$ cat config.mk
export PLATFORM = sky130hd
export DESIGN_NAME = cmp_wide_seq
export DESIGN_NICKNAME = d
export VERILOG_FILES = /design/src/rtl/cmp_wide_seq.sv
export SDC_FILE = /design/constraint.sdc
export NUM_CORES = 1
export LEC_CHECK = 0
export CAP_MARGIN = 20
export CORE_MARGIN = 2
export CORE_UTILIZATION = 50
export DETAILED_ROUTE_END_ITERATION = 12
export DONT_BUFFER_PORTS = 1
export PLACE_DENSITY_LB_ADDON = 0.15
export SLEW_MARGIN = 5
export SYNTH_ARGS = -nofsm -noshare
export SYNTH_HDL_FRONTEND = slang
export SYNTH_SLANG_ARGS = --single-unit
$ cat constraint.sdc
create_clock -name clk -period 4.1 [get_ports clk]
set_clock_uncertainty 0.2 [all_clocks]
set_input_delay 1.23 -clock clk [delete_from_list [all_inputs] [get_ports clk]]
set_output_delay 1.23 -clock clk [all_outputs]
set_load 0.05 [all_outputs]
$ cat src/rtl/cmp_wide_seq.sv
// Sequential unsigned magnitude comparator: walks x/y one nibble per cycle, MSB nibble first, exits at first difference.
// Latency: verdict registered m edges after accept (m = 1 + leading equal nibbles, max NIB); done pulses the cycle after.
// Backpressure: start is ignored while busy; a start during the one-cycle DONE state is accepted back-to-back.
module cmp_wide_seq #(
  parameter int WIDTH = 16,
  parameter int NIB   = WIDTH / 4
) (
  input  logic                   clk,
  input  logic                   rst,
  input  logic                   start,
  input  logic [WIDTH-1:0]       x,
  input  logic [WIDTH-1:0]       y,
  output logic                   busy,
  output logic                   done,
  output logic                   lt,
  output logic                   eq,
  output logic                   gt,
  output logic [$clog2(NIB):0]   steps
);

  localparam int IW = (NIB > 1) ? $clog2(NIB) : 1;
  localparam int SW = $clog2(NIB) + 1;

  localparam logic [1:0] S_IDLE = 2'd0;
  localparam logic [1:0] S_CMP  = 2'd1;
  localparam logic [1:0] S_DONE = 2'd2;

  logic [1:0]       state;
  logic [WIDTH-1:0] xr;
  logic [WIDTH-1:0] yr;
  logic [IW-1:0]    idx;
  logic [3:0]       nib_a;
  logic [3:0]       nib_b;
  logic             last_nib;

  // Select the nibble pair currently under examination from the captured operands
  always_comb begin
    nib_a = 4'd0;
    nib_b = 4'd0;
    for (int i = 0; i < NIB; i++) begin
      if (idx == IW'(i)) begin
        nib_a = xr[4*i +: 4];
        nib_b = yr[4*i +: 4];
      end
    end
    last_nib = (idx == '0);
  end

  // Control FSM plus registered verdict; IDLE and DONE share the accept path so DONE can restart with no gap
  always_ff @(posedge clk or posedge rst) begin
    if (rst) begin
      state <= S_IDLE;
      xr    <= '0;
      yr    <= '0;
      idx   <= '0;
      busy  <= 1'b0;
      done  <= 1'b0;
      lt    <= 1'b0;
      eq    <= 1'b0;
      gt    <= 1'b0;
      steps <= '0;
    end else begin
      case (state)
        S_CMP: begin
          steps <= steps + 1'b1;
          if (nib_a < nib_b) begin
            lt    <= 1'b1;
            busy  <= 1'b0;
            done  <= 1'b1;
            state <= S_DONE;
          end else if (nib_a > nib_b) begin
            gt    <= 1'b1;
            busy  <= 1'b0;
            done  <= 1'b1;
            state <= S_DONE;
          end else if (last_nib) begin
            eq    <= 1'b1;
            busy  <= 1'b0;
            done  <= 1'b1;
            state <= S_DONE;
          end else begin
            idx <= idx - 1'b1;
          end
        end
        default: begin
          // done is a single-cycle strobe; the verdict itself stays until the next accept
          done <= 1'b0;
          if (start) begin
            xr    <= x;
            yr    <= y;
            idx   <= IW'(NIB - 1);
            steps <= '0;
            busy  <= 1'b1;
            lt    <= 1'b0;
            eq    <= 1'b0;
            gt    <= 1'b0;
            state <= S_CMP;
          end else begin
            state <= S_IDLE;
          end
        end
      endcase
    end
  end

endmodule

==> impl_table.tex <==
\begin{tabular}{lr}
\hline
Metric & Value \\
\hline
\multicolumn{2}{l}{\textbf{STA}} \\
Count of endpoints failing hold in the final timing report & 0 \\
Total Neg Setup Slack & 0 ns \\
Period Utilization, post-route & 74.6\% \\
Max-slew violation count & 0 \\
Slew headroom & between 40\% and 50\% \\
Min Tclk post-route & between 3 and 4 ns \\
Post-route worst hold slack & $\sim$0.33 ns \\
Final setup violation count & 0 \\
Pin slew with the least headroom to its limit & 0.846 ns \\
Unrepaired setup endpoints after global routing & no \\
Max Fclk & 0.327 GHz \\
\multicolumn{2}{l}{\textbf{Route}} \\
DRC errors left & 0 \\
Detailed-route vias per instance & between 5 and 6 \\
Total number of vias & between 1000 and 1500 \\
Initial drt markers & 54 \\
Final ANT Viol Nets & 0 \\
Total Routed Length & approximately 4.1 mm \\
Average wire per cell in the routed design & roughly 17 um \\
1st-pass router iterations & 4 \\
\multicolumn{2}{l}{\textbf{Placement}} \\
Post-placement cell area & $\sim$0.0022 mm\^{}2 \\
Number of instances in the placed design & 225 \\
Final estimated routing congestion in global placement & around 0.9 \\
Final HPWL DP & between 2 and 3 mm \\
Count of input and output buffers & 0 \\
\multicolumn{2}{l}{\textbf{GRT}} \\
First-pass GRT wire length & a little over 7 mm \\
GR Overflow Total & 0 \\
Number of global-route vias before repair & about 1400 \\
Pin count of the biggest net entering global routing & 38 \\
Antenna violations before repair & 0 \\
Total GRT Usage & a little under a fifth \\
\multicolumn{2}{l}{\textbf{Clock tree}} \\
Post-CTS setup-driven buffer insertion count & 0 \\
CTS buffer count & 5 \\
Clock slew at reported path FFs & 0.09 ns \\
\# H-tree levels & 2 \\
Number of sinks driven by the clock tree & 43 \\
CTS tree & built \\
Later-pin clock latency in the skew report & approximately 0.30 ns \\
Hold buffers post-CTS & 0 \\
Number of gates resized after cts & 0 \\
Root buffer cell & sky130\_fd\_sc\_hd\_\_clkbuf\_8 \\
Max Buffers Root-to-Sink & 2 \\
\multicolumn{2}{l}{\textbf{Setup path}} \\
Required time reported for the critical path endpoint & 4.10 ns \\
Worst reg-to-reg setup slack & about 1.0 ns \\
Data arrival time of the worst path & between 3 and 4 ns \\
Crit. End Element & flip-flop \\
Largest driver fanout on the critical path & 16 \\
Path type of the worst setup path & flip-flop to flip-flop \\
Startpoint types & flip-flop \\
\multicolumn{2}{l}{\textbf{Power}} \\
NetSw & roughly 650 uW \\
Leak Pwr & 0.00105 uW \\
Maximum VDD drop & between 0.3 and 0.4 mV \\
Clock network fraction of design power & around 20\% \\
Share of total power consumed by net switching & between 30\% and 40\% \\
Combinational power share & between 30\% and 40\% \\
Flop pwr share & 46.1\% \\
Cell Pwr Density & $\sim$750 mW/mm\^{}2 \\
Cell-internal power & about 1100 uW \\
\multicolumn{2}{l}{\textbf{Finish}} \\
Final Instance Area & between 0.002 and 0.0025 mm\^{}2 \\
Nets@finish & 226 \\
Ant. Diodes & 0 \\
Fraction of final layout cells sized beyond drive strength 1 & between 20\% and 30\% \\
Area Growth Syn to Fin & 4.67\% \\
Final Instance Count excl. Fillers & $\sim$230 \\
\multicolumn{2}{l}{\textbf{Synth}} \\
FFs w/ async S/R, synth & between 90\% and 100\% \\
Synth warn & 0 \\
Synth unique cells & 28 \\
Number of flops mapped to enable cells by yosys & 0 \\
Synth Flop Type & sky130\_fd\_sc\_hd\_\_dfrtp\_1 \\
Post-Synthesis Cell Area & 0.00217 mm\^{}2 \\
Sequential share of the synthesized area & 49.6\% \\
Cells after synthesis & 183 \\
Mapped Avg Cell Area & 11.8 um\^{}2 \\
Net count of the mapped netlist & 227 \\
Register bit count reported by yosys & 43 \\
\multicolumn{2}{l}{\textbf{Floorplan}} \\
Die boundary height & roughly 70 um \\
Area of the die & just under 0.005 mm\^{}2 \\
Die outline width & 69.9 um \\
Core region area & 0.00409 mm\^{}2 \\
Number of core rows & 23 \\
Top-level port count & 43 \\
Initial core utilization & 53.1\% \\
\multicolumn{2}{l}{\textbf{Min path}} \\
Min-delay worst type & flip-flop to flip-flop \\
\multicolumn{2}{l}{\textbf{Run}} \\
Max-cap violation count & 0 \\
\multicolumn{2}{l}{\textbf{Outcome}} \\
Result of the run & finished, final reports clean \\
\hline
\end{tabular}
-- synth_stat cells (2+ instances only) --
cell / number / share of area (%)
sky130_fd_sc_hd__mux2_4: 21 / 15
sky130_fd_sc_hd__a21oi_1: 18 / 4.2
sky130_fd_sc_hd__a32o_1: 2 / 0.92
sky130_fd_sc_hd__o21ai_0: 15 / 3.5
sky130_fd_sc_hd__buf_2: 3 / 0.69
sky130_fd_sc_hd__ha_1: 9 / 5.2
sky130_fd_sc_hd__clkbuf_1: 2 / 0.35
sky130_fd_sc_hd__inv_1: 10 / 1.7
sky130_fd_sc_hd__nand3b_1: 5 / 1.7
sky130_fd_sc_hd__nor2_1: 3 / 0.52
sky130_fd_sc_hd__a22o_1: 2 / 0.81
sky130_fd_sc_hd__nand2_1: 24 / 4.2
sky130_fd_sc_hd__mux2_2: 7 / 3.6
sky130_fd_sc_hd__a22oi_1: 4 / 1.4
sky130_fd_sc_hd__buf_6: 2 / 1.0
sky130_fd_sc_hd__dfrtp_1: 43 / 50
sky130_fd_sc_hd__buf_12: 2 / 1.8
-- area by class of cell --
cell class / count / area, um^2
clock buffer: 5 / 68.8
clock inverter: 3 / 47.5
fill: 356 / 1820
inverter: 10 / 37.5
multi-input combinational: 121 / 970
sequential: 43 / 1080
tap: 50 / 62.6
timing repair buffer: 1 / 7.51
-- path summary, 6_finish.rpt --
| path | startpoint | to | cells past startpoint |
|---|---|---|---|
| setup / recovery | idx[1]$_DFFE_PP0P_ | idx[0]$_DFFE_PP0P_ | 11 |
| hold / removal | yr[1]$_DFFE_PP0P_ | yr[1]$_DFFE_PP0P_ | 1 |
| setup reg to reg | idx[1]$_DFFE_PP0P_ | idx[0]$_DFFE_PP0P_ | 11 |
| hold reg to reg | yr[1]$_DFFE_PP0P_ | yr[1]$_DFFE_PP0P_ | 1 |
| max in group asynchronous | rst | xr[8]$_DFFE_PP0P_ | 2 |
| min in group asynchronous | rst | yr[6]$_DFFE_PP0P_ | 1 |
-- stage by stage --
| stage | setup slack [ns] | total power, uW | util, % |
|---|---|---|---|
| floorplan | 1.44 | 1270 | - |
| global placement | 1.26 | 1350 | 52.7 |
| detailed placement | 1.06 | 1370 | 52.7 |
| CTS | 1.03 | 1720 | 55.5 |
| global route | 0.791 | 1830 | 55.5 |
| finish | 1.04 | 1710 | 55.5 |
-- power groups by stage --
stage / Combinational (uW) / Clock, uW / Sequential (uW)
after floorplan: 518 / 0 / 752
after global placement: 561 / 0 / 793
after detailed placement: 578 / 0 / 793
after CTS: 586 / 346 / 787
after global routing: 660 / 363 / 808
final: 586 / 335 / 787
-- sequential cells by signal, indices dropped and copies added (netlist names) --
name / count
idx: 2
steps: 3
gt: 1
xr: 16
lt: 1
state: 2
eq: 1
busy: 1
yr: 16
-- cell families after synthesis --
logic type | Yosys count | share of synthesized area, %
multiplexers | 28 | 18.2
adder cells (fa/ha/maj) | 9 | 5.19
buffers and inverters | 19 | 5.66
AND/OR/NAND/NOR | 39 | 8.95
flip-flops | 43 | 49.6
AO/OA/AOI/OAI | 45 | 12.4
-- cells in the final DEF (no fill, tap or decap), drive strengths merged --
master / n
a32o: 2
a311oi: 1
dfrtp: 43
nand2b: 2
a21o: 1
a31oi: 1
buf: 1
nor2: 3
nand3b: 5
a22o: 2
clkinv: 1
o21ai: 15
inv: 11
ha: 9
bufinv: 1
a21oi: 18
mux2: 28
or2b: 1
and3: 1
nand4: 1
nor2b: 1
a22oi: 4
and2: 1
clkbuf: 5
o21a: 1
nand2: 24
-- critical path, cell delays in order, from the launching register on --
cell and delay (ns):
sky130_fd_sc_hd__dfrtp_1 0.41, sky130_fd_sc_hd__inv_1 0.10, sky130_fd_sc_hd__ha_1 0.43, sky130_fd_sc_hd__nand3b_1 0.17, sky130_fd_sc_hd__a21oi_1 0.06, sky130_fd_sc_hd__a21oi_1 0.16
sky130_fd_sc_hd__o21ai_0 0.11, sky130_fd_sc_hd__ha_1 0.35, sky130_fd_sc_hd__a21oi_1 0.32, sky130_fd_sc_hd__a311oi_2 0.18, sky130_fd_sc_hd__or2b_1 0.28, sky130_fd_sc_hd__a22o_1 0.18
-- layer usage --
layer / vias to the layer above / routed length [um] / track usage (%)
met3: 6 / 231 / 5.77
met2: 35 / 1880 / 28.1
met1: 668 / 1900 / 25.0
li1: 634 / - / -
met5: - / 0 / 0
met4: 0 / 56 / 6.62
(Power assumes the default switching activity.)
